===== src/rtl/vz16_fetch.sv =====
// vz16 instruction fetch stage: one-outstanding-request memory fetcher feeding
// a small prefetch FIFO that presents {instr, instr_pc} to the core.
module vz16_fetch #(
  parameter int          DEPTH    = 4,
  parameter logic [15:0] RESET_PC = 16'h0000
) (
  input  logic                     clk,
  input  logic                     reset,
  output logic                     imem_req,
  output logic [15:0]              imem_addr,
  input  logic                     imem_ack,
  input  logic [15:0]              imem_data,
  input  logic                     stall,
  input  logic                     redirect,
  input  logic [15:0]              redirect_pc,
  output logic [15:0]              instr,
  output logic                     instr_valid,
  output logic [15:0]              instr_pc,
  output logic [$clog2(DEPTH):0]   level
);

  localparam int AW = $clog2(DEPTH);
  localparam int LW = AW + 1;
  localparam logic [LW-1:0] FULL_LVL = LW'(DEPTH);

  typedef enum logic {FETCH, FULL} state_t;

  state_t          state_reg, state_next;
  logic            run_reg;
  logic [15:0]     fetch_pc_reg, fetch_pc_next;
  logic [AW-1:0]   wr_ptr_reg, wr_ptr_next;
  logic [AW-1:0]   rd_ptr_reg, rd_ptr_next;
  logic [LW-1:0]   level_reg, level_next;
  logic [31:0]     mem [DEPTH];
  logic            push, pop;

  // run_reg keeps imem_req low for the first cycle after reset release, so a
  // stale ack still in flight from before the reset can never be taken.
  assign imem_req    = run_reg && (state_reg == FETCH);
  assign imem_addr   = fetch_pc_reg;
  assign instr_valid = (level_reg != '0);
  assign level       = level_reg;

  assign push = imem_req && imem_ack && !redirect;
  assign pop  = instr_valid && !stall && !redirect;

  assign {instr, instr_pc} = instr_valid ? mem[rd_ptr_reg] : 32'h0;

  always_comb begin
    state_next    = state_reg;
    fetch_pc_next = fetch_pc_reg;
    wr_ptr_next   = wr_ptr_reg;
    rd_ptr_next   = rd_ptr_reg;
    level_next    = level_reg;

    case (state_reg)
      FETCH: if (push && !pop && (level_reg == FULL_LVL - LW'(1))) state_next = FULL;
      FULL:  if (pop) state_next = FETCH;
      default: state_next = FETCH;
    endcase

    if (push) begin
      fetch_pc_next = fetch_pc_reg + 16'd1;
      wr_ptr_next   = wr_ptr_reg + AW'(1);
    end
    if (pop)
      rd_ptr_next = rd_ptr_reg + AW'(1);
    case ({push, pop})
      2'b10:   level_next = level_reg + LW'(1);
      2'b01:   level_next = level_reg - LW'(1);
      default: level_next = level_reg;
    endcase

    // Redirect overrides everything, discarding any same-cycle push or pop.
    if (redirect) begin
      state_next    = FETCH;
      fetch_pc_next = redirect_pc;
      wr_ptr_next   = '0;
      rd_ptr_next   = '0;
      level_next    = '0;
    end
  end

  always_ff @(posedge clk or negedge reset) begin
    if (!reset) begin
      state_reg    <= FETCH;
      run_reg      <= 1'b0;
      fetch_pc_reg <= RESET_PC;
      wr_ptr_reg   <= '0;
      rd_ptr_reg   <= '0;
      level_reg    <= '0;
    end else begin
      state_reg    <= state_next;
      run_reg      <= 1'b1;
      fetch_pc_reg <= fetch_pc_next;
      wr_ptr_reg   <= wr_ptr_next;
      rd_ptr_reg   <= rd_ptr_next;
      level_reg    <= level_next;
    end
  end

  always_ff @(posedge clk) begin
    if (push)
      mem[wr_ptr_reg] <= {imem_data, fetch_pc_reg};
  end

endmodule


===== config.mk =====
export PLATFORM = sky130hd
export DESIGN_NAME = vz16_fetch
export DESIGN_NICKNAME = d
export VERILOG_FILES = /design/src/rtl/vz16_fetch.sv
export SDC_FILE = /design/constraint.sdc
export NUM_CORES = 1
export LEC_CHECK = 0
export CORE_MARGIN = 4
export CORE_UTILIZATION = 55
export CTS_BUF_LIST = sky130_fd_sc_hd__clkbuf_4
export CTS_CLUSTER_DIAMETER = 40
export DETAILED_ROUTE_END_ITERATION = 6
export PLACE_DENSITY = 0.8
export SETUP_SLACK_MARGIN = 0.2
export SLEW_MARGIN = 20
export SYNTH_ARGS = -nofsm -noshare
export SYNTH_HDL_FRONTEND = slang
export SYNTH_SLANG_ARGS = --single-unit

===== constraint.sdc =====
create_clock -name clk -period 2.9 [get_ports clk]
set_clock_uncertainty 0.1 [all_clocks]
set_input_delay 0.87 -clock clk [delete_from_list [all_inputs] [get_ports clk]]
set_output_delay 0.87 -clock clk [all_outputs]
set_load 0.01 [all_outputs]

==> parameters.txt <==
Parameter                              Value

Run status
  Result of the run    complete, but fails checks
  Failing checks    negative setup slack

CTS
  Post-CTS clock slew at the launch and capture registers of the worst setup and hold paths    0.13 ns
  Clock buffers created by TritonCTS    17
  CTS tree    built
  Latest clock arrival within the worst-skew pair    0.53 ns
  CTS sink count    153
  Number of buffers on the longest clock path    2
  Buffer type at the clock tree root    sky130_fd_sc_hd__clkbuf_4
  Count of H-tree levels built during CTS    4

Run
  Total of max-cap violations    0

Pwr
  Share of total power consumed by net switching    0.311
  Logic gate share of total power    0.439
  Peak supply drop    0.576 mV
  Pint    4.73 mW
  Reported leakage power    2.98 nW
  Final Power    6.87 mW
  Fraction of power consumed by the clock network    0.186
  Power per Cell Area    818 nW/um^2
  Switching power summed over all nets    2.14 mW
  Part of the total power dissipated in sequential elements    0.376

Setup path
  CP Launch Type    flop
  Longest individual stage delay on the worst path    0.46 ns
  Critical path required time    1.93 ns
  Sequence of cells on the critical path    buf_6 > buf_6 > buf_12 > buf_16 > mux4_2 > nor2b_4 > buf_6
  Peak fanout along the critical path    5
  Most repeated library cell on the critical path    sky130_fd_sc_hd__buf_6
  Critical path's slowest cell    sky130_fd_sc_hd__dfrtp_2
  Source of the worst register-to-register timing path    level[2]
  Arrival @ worst endpoint    2.17 ns
  Number of buffers and inverters on the critical path    5
  Worst setup path class    reg -> out
  R2R setup slack    0.39 ns
  Sort of element at the end of the critical path    output pin
  Family with the most delay on the worst path    buffers and inverters
  Critical register-to-register path endpoint    level[2]
  R2r worst-path depth    8

STA
  Max Clock Freq    318 MHz
  Final hold violation count    0
  Setup slack after layout    -0.241 ns
  Final critical delay including setup and external delays    3.14 ns
  Fin. max-slew vios    0
  Setup repair after global routing missed its margin    true
  Tcrit/Tclk final    1.08
  Smallest hold slack    0.471 ns
  Final setup viols    32

Synth
  Number of distinct library cells after synthesis    44
  Number of warnings printed during yosys synthesis    0
  Sequential element share of the synthesized area    0.701
  Prevailing post-synth register cell    sky130_fd_sc_hd__edfxtp_1
  Ys async rst share    0.163
  Cells after synthesis    360
  Summed instance area of the synthesized netlist    6380 sq um
  Net count of the mapped netlist    403
  Post-synth EDFFs    128
  Syn avg cell area    17.7 sq um
  Synthesized flop and latch total    153

GRT
  First-pass GRT wire length    21700 microns
  Overflow after GRT    0
  Vias in the first global route    3850
  Maximum number of pins on one net before global-route repair    46
  Antenna violations before repair    0
  Total GRT Usage    0.223

Placed design
  Post-detailed-placement cell area    7640 sq um
  Number of buffer cells added on primary ports    89
  Gpl congestion    0.750
  Placement-stage worst setup slack    0.0633 ns
  Detailed placement HPWL    7950 microns

Floorplanning
  DIE AREA    13400 sq um
  Number of rows in the core area    39
  Die W    116 microns
  Initial core utilization    0.561
  Chip Height    116 microns
  Core region area    11400 sq um
  Number of primary I/O pins    90

Hold path
  Worst Hold End    mem[1][1]
  Hold Path Cell Cnt    0
  Type of the most critical hold path    reg -> reg
  Startpoint of the most critical hold path    imem_addr[1]

Drt
  Detailed-route vias per instance    5.67
  Remaining routing DRC violations    0
  Per-cell routed wire length    21.4 microns
  Aggregate routed wire length    14000 microns
  Iteration-0 DRC Markers    352
  Detailed-routing iteration count for the pre-antenna-repair pass    4
  Remaining antenna violation count after routing    0
  Via count of the routed design    3697

Final layout
  Fraction of final layout cells with drive strength greater than 1    0.379
  Commonest cells after routing, fill and taps aside    128 x sky130_fd_sc_hd__edfxtp_1, 54 x sky130_fd_sc_hd__clkdlybuf4s50_1, 32 x sky130_fd_sc_hd__mux4_2
  Area growth from synthesis to layout    31.8%
  Net total in the final layout    539
  Max reg flops    128
  Number of diodes added for antenna fixing    0
  Final std cell area, no fill    8410 sq um
  Most common cell after layout, fill and taps aside    sky130_fd_sc_hd__edfxtp_1
metrics by stage:
step	std cells	TNS, ns	util
floorplan	360	0	-
detailed placement	596	0	0.672
CTS	649	-5.68	0.719
finish	652	-5.40	0.739
global route	652	-8.66	0.739
global placement	596	0	0.672
worst reg2reg max path, cell delays in order (launching register included):
cell and delay [ns]:
sky130_fd_sc_hd__dfrtp_2 0.48, sky130_fd_sc_hd__nor3_4 0.27, sky130_fd_sc_hd__buf_4 0.19, sky130_fd_sc_hd__bufbuf_16 0.30, sky130_fd_sc_hd__nor4_1 0.09, sky130_fd_sc_hd__fa_1 0.39
sky130_fd_sc_hd__nand2_1 0.07, sky130_fd_sc_hd__a2bb2oi_1 0.19, sky130_fd_sc_hd__mux2_4 0.32
layout make-up:
class | count | area, sq um
sequential | 153 | 4490
fill | 675 | 2960
multi-input combinational | 184 | 1920
timing repair buffer | 134 | 1510
tap | 143 | 179
clock inverter | 14 | 146
clock buffer | 18 | 135
inverter | 6 | 25.0
how the worst max path moves through the flow:
| stage | start | to | slack (ns) | depth (start not counted) |
|---|---|---|---|---|
| 2_1_floorplan | redirect | mem[0][0] | 0.25 | 4 |
| 6_report | rd_ptr_reg[0] | instr[6] | -0.24 | 7 |
| 4_1_cts | rd_ptr_reg[0] | instr_pc[7] | -0.25 | 7 |
| 3_5_place_dp | imem_ack | level[2] | 0.06 | 7 |
| 5_1_grt | rd_ptr_reg[0] | instr[1] | -0.34 | 7 |
| 3_3_place_gp | imem_ack | level[2] | 0.09 | 7 |
kinds of logic after synthesis:
kind of cell	count (synthesis)	share of synthesized area
AO/OA/AOI/OAI	18	0.0163
flip-flops	153	0.701
adder cells (fa/ha/maj)	6	0.0130
buffers and inverters	23	0.0177
AND/OR/NAND/NOR	105	0.106
other	1	0.000588
multiplexers	38	0.124
XOR/XNOR	16	0.0220
synthesized netlist by cell type (3+ instances only):
cell / n / area, sq um
sky130_fd_sc_hd__edfxtp_1: 128 / 3840
sky130_fd_sc_hd__nor2b_1: 33 / 206
sky130_fd_sc_hd__mux4_2: 32 / 721
sky130_fd_sc_hd__dfrtp_1: 25 / 626
sky130_fd_sc_hd__nand2_1: 22 / 82.6
sky130_fd_sc_hd__xnor2_1: 14 / 123
sky130_fd_sc_hd__nor2_1: 11 / 41.3
sky130_fd_sc_hd__o21ai_0: 8 / 40.0
sky130_fd_sc_hd__buf_2: 6 / 30.0
sky130_fd_sc_hd__clkbuf_1: 6 / 22.5
sky130_fd_sc_hd__inv_1: 6 / 22.5
sky130_fd_sc_hd__ha_1: 5 / 62.6
sky130_fd_sc_hd__nor4_2: 5 / 62.6
sky130_fd_sc_hd__o21ai_1: 5 / 25.0
sky130_fd_sc_hd__and2_1: 4 / 25.0
sky130_fd_sc_hd__nand4_1: 4 / 25.0
sky130_fd_sc_hd__nor3_1: 4 / 20.0
sky130_fd_sc_hd__and2b_1: 3 / 22.5
sky130_fd_sc_hd__buf_4: 3 / 22.5
sky130_fd_sc_hd__mux2i_1: 3 / 30.0
sky130_fd_sc_hd__nand3_1: 3 / 15.0
sky130_fd_sc_hd__nor4_1: 3 / 18.8
routing by layer:
metal,share of wire,wire length [microns],global-route usage,up-vias
met1,0.40,5530,0.301,1901
met2,0.53,7400,0.370,124
met5,0,0,0,-
li1,-,-,-,1657
met3,0.063,877,0.0491,15
met4,0.011,159,0.0696,0
power groups by stage:
stage / Clock (mW) / Sequential [mW] / Combinational (mW)
2_1_floorplan: 0 / 2.62 / 1.04
3_3_place_gp: 0 / 2.63 / 2.17
3_5_place_dp: 0 / 2.63 / 2.20
4_1_cts: 1.29 / 2.58 / 2.62
5_1_grt: 1.40 / 2.59 / 3.19
6_report: 1.28 / 2.58 / 3.02
repair_timing:
action                                  CTS  global route
resized for setup                       158            48
endpoints found under the setup margin   41            42
gates cloned                              5             0
pin swaps                                 1             0
hold buffers                              0             0
buffers inserted                         16             3
(Power assumes the default switching activity.)
